### src/rtl/experiment_seq_pkg.sv
// Shared types and default widths for the experiment sequencer.
package experiment_seq_pkg;

   localparam int unsigned CNT_W_DEFAULT  = 32;
   localparam int unsigned SHOT_W_DEFAULT = 8;
   localparam int unsigned FIRE_W         = 16;

   typedef enum logic [3:0] {
      ST_IDLE       = 4'd0,
      ST_ARM        = 4'd1,
      ST_WAIT_READY = 4'd2,
      ST_WAIT_FG    = 4'd3,
      ST_DELAY      = 4'd4,
      ST_FIRE       = 4'd5,
      ST_COOLDOWN   = 4'd6,
      ST_DONE       = 4'd7,
      ST_FAULT      = 4'd8
   } seq_state_t;

   typedef enum logic [1:0] {
      FC_NONE        = 2'd0,
      FC_DET_TIMEOUT = 2'd1,
      FC_FG_TIMEOUT  = 2'd2,
      FC_ABORT       = 2'd3
   } fault_code_t;

endpackage

### src/rtl/seq_down_counter.sv
// Loadable saturating down counter; zero_c flags an expired interval.
module seq_down_counter #(
   parameter int unsigned W = 32
) (
   input  logic         clk,
   input  logic         rst_n,
   input  logic         load,
   input  logic [W-1:0] load_value,
   input  logic         enable,
   output logic         zero_c
);

   logic [W-1:0] count;

   always_ff @(posedge clk or negedge rst_n) begin
      if (!rst_n) begin
         count <= '0;
      end else if (load) begin
         count <= load_value;
      end else if (enable && (count != '0)) begin
         count <= count - W'(1);
      end
   end

   assign zero_c = (count == '0);

endmodule

### src/rtl/experiment_sequencer.sv
// Run sequencer: arms the experiment, waits for detector and fast gate,
// fires a delayed trigger pulse per shot with cooldown, timeouts and abort.
module experiment_sequencer
   import experiment_seq_pkg::*;
#(
   parameter int unsigned CNT_W  = CNT_W_DEFAULT,
   parameter int unsigned SHOT_W = SHOT_W_DEFAULT
) (
   input  logic              clock,
   input  logic              reset_signal,
   input  logic [SHOT_W-1:0] cfg_shots,
   input  logic [CNT_W-1:0]  cfg_delay,
   input  logic [FIRE_W-1:0] cfg_fire_width,
   input  logic [CNT_W-1:0]  cfg_cooldown,
   input  logic [CNT_W-1:0]  cfg_timeout,
   input  logic              run_start,
   input  logic              run_abort,
   input  logic              fg_signal,
   input  logic              detector_ready,
   output logic              exp_start,
   output logic              fire,
   output logic              busy,
   output logic              done,
   output logic              fault,
   output logic [1:0]        fault_code,
   output logic [SHOT_W-1:0] shots_done,
   output logic [3:0]        seq_state
);

   seq_state_t        state, state_d;
   fault_code_t       code_q, code_d;
   logic [SHOT_W-1:0] shots_d;
   logic [SHOT_W-1:0] shots_q;
   logic [CNT_W-1:0]  delay_q, cooldown_q, timeout_q;
   logic [FIRE_W-1:0] width_q;
   logic              fg_prev;
   logic              fg_edge;
   logic              latch_cfg;
   logic              cnt_load;
   logic [CNT_W-1:0]  cnt_value;
   logic              cnt_zero;
   logic              timeout_hit;
   logic [CNT_W-1:0]  to_load, fw_load, dl_load, cd_load;

   // One counter times delay, fire width, cooldown and the wait timeouts.
   seq_down_counter #(.W(CNT_W)) u_cnt (
      .clk        (clock),
      .rst_n      (reset_signal),
      .load       (cnt_load),
      .load_value (cnt_value),
      .enable     (1'b1),
      .zero_c     (cnt_zero)
   );

   assign fg_edge     = fg_signal & ~fg_prev;
   assign timeout_hit = (timeout_q != '0) && cnt_zero;
   assign to_load     = timeout_q - CNT_W'(1);
   assign dl_load     = delay_q - CNT_W'(1);
   assign cd_load     = cooldown_q - CNT_W'(1);
   assign fw_load     = (width_q == '0) ? '0 : CNT_W'(width_q - FIRE_W'(1));

   // Next state, counter control and next values of registered outputs.
   always_comb begin
      state_d   = state;
      code_d    = code_q;
      shots_d   = shots_done;
      latch_cfg = 1'b0;
      cnt_load  = 1'b0;
      cnt_value = '0;

      case (state)
         ST_IDLE, ST_DONE, ST_FAULT: begin
            if (run_start) begin
               state_d   = ST_ARM;
               latch_cfg = 1'b1;
               code_d    = FC_NONE;
               shots_d   = '0;
            end else if (state == ST_DONE) begin
               state_d = ST_IDLE;
            end
         end
         ST_ARM: begin
            if (shots_q == '0) begin
               state_d = ST_DONE;
            end else begin
               state_d   = ST_WAIT_READY;
               cnt_load  = 1'b1;
               cnt_value = to_load;
            end
         end
         ST_WAIT_READY: begin
            if (timeout_hit) begin
               state_d = ST_FAULT;
               code_d  = FC_DET_TIMEOUT;
            end else if (detector_ready) begin
               state_d   = ST_WAIT_FG;
               cnt_load  = 1'b1;
               cnt_value = to_load;
            end
         end
         ST_WAIT_FG: begin
            if (timeout_hit) begin
               state_d = ST_FAULT;
               code_d  = FC_FG_TIMEOUT;
            end else if (fg_edge) begin
               cnt_load = 1'b1;
               if (delay_q == '0) begin
                  state_d   = ST_FIRE;
                  cnt_value = fw_load;
               end else begin
                  state_d   = ST_DELAY;
                  cnt_value = dl_load;
               end
            end
         end
         ST_DELAY: begin
            if (cnt_zero) begin
               state_d   = ST_FIRE;
               cnt_load  = 1'b1;
               cnt_value = fw_load;
            end
         end
         ST_FIRE, ST_COOLDOWN: begin
            if (cnt_zero) begin
               if ((state == ST_FIRE) && (cooldown_q != '0)) begin
                  state_d   = ST_COOLDOWN;
                  cnt_load  = 1'b1;
                  cnt_value = cd_load;
               end else if (shots_done == shots_q) begin
                  state_d = ST_DONE;
               end else begin
                  state_d   = ST_WAIT_READY;
                  cnt_load  = 1'b1;
                  cnt_value = to_load;
               end
            end
         end
         default: state_d = ST_IDLE;
      endcase

      // Abort overrides any timeout or normal transition.
      if (run_abort && (state inside {ST_ARM, ST_WAIT_READY, ST_WAIT_FG,
                                      ST_DELAY, ST_FIRE, ST_COOLDOWN})) begin
         state_d  = ST_FAULT;
         code_d   = FC_ABORT;
         cnt_load = 1'b0;
      end

      if ((state_d == ST_FIRE) && (state != ST_FIRE)) begin
         shots_d = shots_done + SHOT_W'(1);
      end
   end

   always_ff @(posedge clock or negedge reset_signal) begin
      if (!reset_signal) begin
         state      <= ST_IDLE;
         code_q     <= FC_NONE;
         fg_prev    <= 1'b1;
         exp_start  <= 1'b0;
         fire       <= 1'b0;
         busy       <= 1'b0;
         done       <= 1'b0;
         fault      <= 1'b0;
         shots_done <= '0;
         shots_q    <= '0;
         delay_q    <= '0;
         width_q    <= '0;
         cooldown_q <= '0;
         timeout_q  <= '0;
      end else begin
         state      <= state_d;
         code_q     <= code_d;
         fg_prev    <= fg_signal;
         exp_start  <= (state_d == ST_ARM);
         fire       <= (state_d == ST_FIRE);
         busy       <= !(state_d inside {ST_IDLE, ST_DONE, ST_FAULT});
         done       <= (state_d == ST_DONE);
         fault      <= (state_d == ST_FAULT);
         shots_done <= shots_d;
         if (latch_cfg) begin
            shots_q    <= cfg_shots;
            delay_q    <= cfg_delay;
            width_q    <= cfg_fire_width;
            cooldown_q <= cfg_cooldown;
            timeout_q  <= cfg_timeout;
         end
      end
   end

   assign fault_code = code_q;
   assign seq_state  = state;

endmodule

### config.mk
export PLATFORM = sky130hd
export DESIGN_NAME = experiment_sequencer
export DESIGN_NICKNAME = d
export VERILOG_FILES = /design/src/rtl/experiment_seq_pkg.sv /design/src/rtl/seq_down_counter.sv /design/src/rtl/experiment_sequencer.sv
export SDC_FILE = /design/constraint.sdc
export NUM_CORES = 1
export LEC_CHECK = 0
export ABC_CLOCK_PERIOD_IN_PS = 10600
export CAP_MARGIN = 20
export CORE_MARGIN = 2
export CORE_UTILIZATION = 45
export DETAILED_ROUTE_END_ITERATION = 7
export GPL_TIMING_DRIVEN = 0
export PLACE_DENSITY = 0.67
export RECOVER_POWER = 100
export SLEW_MARGIN = 20
export SYNTH_ARGS = -nofsm -noshare
export SYNTH_HDL_FRONTEND = slang
export SYNTH_SLANG_ARGS = --single-unit
### constraint.sdc
create_clock -name clock -period 10.6 [get_ports clock]
set_clock_uncertainty 0.15 [all_clocks]
set_input_delay 1.06 -clock clock [delete_from_list [all_inputs] [get_ports clock]]
set_output_delay 1.06 -clock clock [all_outputs]
set_load 0.02 [all_outputs]
# After elaboration in Yosys (flattened, before gate mapping)

Cells that the tools add are included.

Register bits: 172
Bits of input ports: 126
Output and inout bits: 19

$add $sub $neg: 6
Equality and inequality tests: 17
Mux-type cells: 49
Bitwise operators: 2
Reductions and logical operators: 24

Operators by type and width:

| operator                                            | count |
|---|---|
| 2-to-1 mux 32 bit                                   | 13 |
| case mux 32 bit (5 select lines)                    | 1 |
| subtractor 32 x 1 -> 32 bit, second input constant  | 4 |
| nonzero test 32 bit                                 | 3 |
| logical NOT 32 bit                                  | 2 |
| 2-to-1 mux 4 bit                                    | 9 |
| equality test 4 x 3 -> 1 bit, second input constant | 6 |
| 2-to-1 mux 8 bit                                    | 3 |
| case mux 4 bit (6 select lines)                     | 1 |
| subtractor 16 x 1 -> 17 bit, second input constant  | 1 |
| logical NOT 16 bit                                  | 1 |
| 2-to-1 mux 1 bit                                    | 13 |
| 2-to-1 mux 3 bit                                    | 3 |
| adder 8 x 1 -> 8 bit, second input constant         | 1 |
| equality test 4 x 1 -> 1 bit, second input constant | 2 |
| equality test 4 x 2 -> 1 bit, second input constant | 2 |
| equality test 4 bit, second input constant          | 2 |
| equality test 8 bit                                 | 1 |
| logical NOT 4 bit                                   | 2 |
| logical NOT 8 bit                                   | 1 |
| 2-to-1 mux 2 bit                                    | 4 |
| != test 3 x 2 -> 1 bit, second input constant       | 2 |
| case mux 2 bit (3 select lines)                     | 1 |
| nonzero test 2 bit                                  | 3 |
| 14 further kinds                                    | 17 |

# Logic depth before layout (Yosys ltp)

Depth after elaboration: 10
Mapped depth: 12
Gate-level depth less buffers: 10

# Cells and area by module

Synthesis repeated with hierarchy kept, for this count alone.

Cells, all modules: 1319
Area, all modules: 10722.8 sq um

By module, submodules not included:

| module               | times used | cells each | area each (sq um) | sequential area each (sq um) |
|---|---|---|---|---|
| experiment_sequencer | 1          | 1095       | 8655.8            | 3504.6 |
| seq_down_counter     | 1          | 224        | 2067.0            | 800.8 |

# Least setup slack after synthesis

No wires, ideal clock.

Path type: register to register
Start point: register timeout_q[14]
End point: register shots_done[4]
Library setup time: 0.120 ns
Data arrival time: 3.075 ns
Path slack: 7.256 ns
Cell stages (with the launch flop): 12
Cells stage by stage: dfrtp_1 buf_6 or4_4 or4b_4 nor3_2 o21ai_2 and4_4 or2_0 buf_2 or3_1 buf_6 a31o_1

Cells in the longest elaborated chain, start to end: 9
Elaborated cells on any way between the ends: 12
Classes of those cells: eq/ne (1); mux (5); reduce/logical (6)

RTL lines:

| what                                 | RTL line                                                | source |
|---|---|---|
| start: declaration                   | experiment_sequencer.sv:34                              | `logic [CNT_W-1:0] delay_q, cooldown_q, timeout_q;` |
| start signal: assignment             | experiment_sequencer.sv:185                             | `timeout_q <= cfg_timeout;` |
| nonzero test 32 bit *                | experiment_sequencer.sv:56                              | `assign timeout_hit = (timeout_q != '0) && cnt_zero;` |
| logical AND 1 bit *                  | experiment_sequencer.sv:56                              |  |
| 2-to-1 mux 4 bit (on tied branches)  | experiment_sequencer.sv:102, experiment_sequencer.sv:92 |  |
| case mux 4 bit (6 select lines) *    | experiment_sequencer.sv:71                              | `case (state)` |
| 2-to-1 mux 4 bit *                   | experiment_sequencer.sv:142                             | `if (run_abort && (state inside {ST_ARM, ST_WAIT_READY, ST_WAIT_FG,` |
| equality test 4 x 3 -> 1 bit *       | experiment_sequencer.sv:149                             | `if ((state_d == ST_FIRE) && (state != ST_FIRE)) begin` |
| logical AND 1 bit *                  | experiment_sequencer.sv:149                             |  |
| nonzero test 2 bit (no source line)  | --                                                      |  |
| AND reduction 2 bit (no source line) | --                                                      |  |
| end signal: assignment               | experiment_sequencer.sv:179                             | `shots_done <= shots_d;` |
| end: declaration                     | experiment_sequencer.sv:26                              | `output logic [SHOT_W-1:0] shots_done,` |

Every way passes the cells marked *; elsewhere a longest branch is shown, timed or not.
A chain may end at the register's enable or synchronous reset.

==> metrics.csv <==
stage,metric,value,unit
sta,# setup viols final,0,
sta,worst-margin pin slew,3.98,ns
floorplan,Die Footprint,24000,sq um
floorplan,Core Area,22500,sq um
global_route,largest net degree at the start of global routing,100,
synth,XOR/XNOR Fraction of Synth Area,11.7,%
cts,Post-CTS Hold Fix Bufs,0,
placed_design,Routability Congestion,0.931,
cts,Max Buffers Root-to-Sink,2,
synth,adder-cell share of the synthesized area,1.22,%
cts,total setup buffers inserted after CTS,0,
detailed_routing,wire per inst,17.4,um
global_route,Overall Global Routing Usage,25.2,%
synth,Cells after Synth,1242,
min_path,hold depth,2,
power_and_ir_drop,Pleak,0.00537,uW
detailed_routing,DRC violations left,0,
detailed_routing,via count,9338,
sta,post-layout min period,4.39,ns
cells_and_area,nets,1544,
run_status,failing checks,"capacitance limit, slew limit",
synth,Synth top area share,41.8,%
sta,fmax,228,MHz
min_path,hold_sp,shots_q[2]$_DFFE_PN0P_,
critical_path,crit path from,reset_signal,
detailed_routing,Via density,5.47,
job,Max Cap Viol,1,
floorplan,Initial Util,45.5,%
cells_and_area,Final Util,56.4,%
placed_design,IO Port Bufs,144,
floorplan,die width,155,um
cts,CTS root buf,clkbuf_16,
synth,Synthesis Warnings,0,
placed_design,dpl hpwl,22800,um
sta,"Slew Viols, Final",74,
cells_and_area,antenna fix cells,0,
cts,CTS tree,done,
critical_path,crit start category,input port,
detailed_routing,Detailed Route Iter0 Violations,745,
sta,total negative setup slack,0,ns
critical_path,R2R cell count,11,
synth,Synth Flop Type,dfrtp_1,
critical_path,worst setup path class,input port to async pin,
cts,Worst-path clk slew,0.07,ns
synth,number of synthesized flops with an enable pin,0,
floorplan,# IOs,145,
detailed_routing,antenna-violating nets left,0,
synth,register area share after synthesis,42.1,%
global_route,initial antenna violation count,0,
synth,ys async rst share,100,%
power_and_ir_drop,VDD IR max,0.126,mV
critical_path,FF-to-FF Start,delay_q[0]$_DFFE_PN0P_,
synth,Post-Synth Simple-Gate Area,30.8,%
global_route,GRT Residual Overflow,0,
synth,leading post-synthesis cells by cell area,"dfrtp_1, nand2_1, xnor2_1, xor2_1, mux2i_1",
critical_path,WP depth,1,
power_and_ir_drop,power per standard cell area,269,nW/um^2
synth,Post-Synthesis Net Count,1378,
critical_path,cell chain of the critical path,clkbuf_1,
cts,clock network latency to the later pin of the worst-skew pair,0.44,ns
synth,main combinational cell family by area after synthesis,simple AND/OR/NAND/NOR gates,
global_route,vias in the first global route,8812,
critical_path,CP bufs+invs,1,
critical_path,Critical-path top delay cell,clkbuf_1,
cts,# clock sinks,172,
synth,Yosys cell types,61,
detailed_routing,Initial DRT Pass Iterations,5,
sta,period utilization,41.4,%
critical_path,WP data arrival,3.86,ns
synth,Synth Register Bits,172,
global_route,first-pass GRT wire length,47000,um
critical_path,Worst Path Max Fanout,74,
synth,Synth Area per Inst,8.24,sq um
cts,H-tree Lvls,4,
detailed_routing,Total Wirelength,29600,um
synth,Synth Area in Compound Gates,7.56,%
cells_and_area,layout cells sized above 1,4.22,%
power_and_ir_drop,Final Power,3410,uW
cts,post_cts resized,0,
critical_path,cell family with most CP delay,buffers and inverters,
synth,multiplexer share of the synthesized area,3.64,%
sta,final hold violations,0,
critical_path,CP Capture Type,async pin,
critical_path,delay of the slowest critical-path stage,2.74,ns
synth,Synth area leader,dfrtp_1,
floorplan,Die Height,155,um
sta,relative slew slack,-165,%
sta,unrepaired setup endpoints after global routing,false,
cells_and_area,Layout area overhead,23.9,%
critical_path,Worst Path Required,10.07,ns
run_status,outcome,"complete, but fails checks",
min_path,path category of the worst min-delay check,register to register,
floorplan,Cell Rows,55,
synth,synthesized cell area,10200,sq um
cts,Inserted Clock Buffers,17,
-- synthesized netlist by cell type (3+ instances only) --
library cell / number
a2111oi_0: 3
a211oi_1: 17
a21oi_1: 28
and3_1: 8
buf_2: 5
buf_6: 3
clkbuf_1: 46
dfrtp_1: 171
ha_1: 10
inv_1: 18
mux2i_1: 35
nand2_1: 402
nand2b_1: 6
nand3_1: 17
nand4_1: 13
nor2_1: 82
nor2b_1: 6
nor3_1: 48
nor3b_1: 9
nor4_1: 41
nor4b_1: 3
o211ai_1: 3
o21ai_0: 11
o22ai_1: 29
o31ai_1: 6
o41ai_1: 3
or2_2: 5
or3_1: 19
or4_1: 16
or4b_2: 3
xnor2_1: 94
xor2_1: 43
-- layer usage --
layer  track usage, %  routed length, um
met5                0                  0
met3             3.56               1750
met2             39.6              13600
met1             35.7              13500
met4             9.13                832
-- layout make-up --
cell class | instances | area [sq um]
Buffer | 56 | 223
Clock buffer | 17 | 425
Clock inverter | 15 | 209
Fill cell | 2127 | 9820
Inverter | 18 | 67.6
Multi-Input combinational cell | 996 | 5620
Sequential cell | 172 | 4310
Tap cell | 285 | 357
Timing Repair Buffer | 147 | 1470
-- state kept, by name (all words and copies together) (netlist names), 2 cells and up --
register     cells
cooldown_q      32
delay_q         32
timeout_q       32
u_cnt.count     32
width_q         16
shots_done       8
shots_q          8
seq_state        4
fault_code       2
-- through the flow --
step | cells | area (sq um) | worst slack (ns) | hold WS [ns]
2_1_floorplan | 1242 | 10200 | 7.26 | 0.318
3_3_place_gp | 1671 | 12000 | 1.25 | 0.357
3_5_place_dp | 1672 | 12100 | 6.44 | 0.360
4_1_cts | 1704 | 12700 | 6.44 | 0.377
5_1_grt | 1706 | 12700 | 5.27 | 0.389
6_report | 1706 | 12700 | 6.21 | 0.378
-- cell families after synthesis --
logic type	count (synthesis)
adders and majority gates	10
DFF	172
buffers and inverters	74
AOI/OAI and AO/OA	118
muxes	37
xor gates and xnor gates	137
and+or+nand+nor	694
-- final timing paths --
path	slack, ns	endpoint
hold / removal	0.38	shots_q[2]$_DFFE_PN0P_
min in group asynchronous	1.84	shots_done[0]$_DFFE_PN0P_
hold reg to reg	0.38	shots_q[2]$_DFFE_PN0P_
max in group clock	6.23	u_cnt.count[6]$_DFFE_PN0P_
setup reg to reg	6.23	u_cnt.count[6]$_DFFE_PN0P_
setup / recovery	6.21	cooldown_q[23]$_DFFE_PN0P_
-- cells in the final DEF (no fill, tap or decap), types with 3 or more instances in the layout --
cell | Yosys | layout
a211oi_1 | 17 | 17
nand2b_1 | 6 | 6
clkbuf_1 | 46 | 51
xor2_1 | 43 | 43
nand3_1 | 17 | 17
a31o_1 | 2 | 3
o21ai_0 | 11 | 13
a21oi_1 | 28 | 28
clkbuf_16 | 0 | 17
dfrtp_1 | 171 | 171
dlygate4sd3_1 | 0 | 20
o41ai_1 | 3 | 3
buf_2 | 5 | 4
or2_2 | 5 | 5
nor4_1 | 41 | 41
a2111oi_0 | 3 | 3
xnor2_1 | 94 | 94
nand4_1 | 13 | 13
nor3_1 | 48 | 48
o211ai_1 | 3 | 3
bufinv_16 | 0 | 4
nand2_1 | 402 | 402
mux2i_1 | 35 | 35
nor4b_1 | 3 | 3
clkdlybuf4s50_1 | 0 | 123
nor2b_1 | 6 | 6
o31ai_1 | 6 | 6
inv_6 | 0 | 5
and3_1 | 8 | 8
nor2_1 | 82 | 82
inv_1 | 18 | 18
o22ai_1 | 29 | 29
or4_1 | 16 | 16
or3_1 | 19 | 19
or4b_2 | 3 | 3
ha_1 | 10 | 10
nor3b_1 | 9 | 8
-- power breakdown --
group	total, uW	switching, uW	internal, uW
combinational	1410	830	585
clock	684	284	400
sequential	1310	356	953
total	3410	1470	1940
No activity file was read; power rests on OpenSTA's default activity.
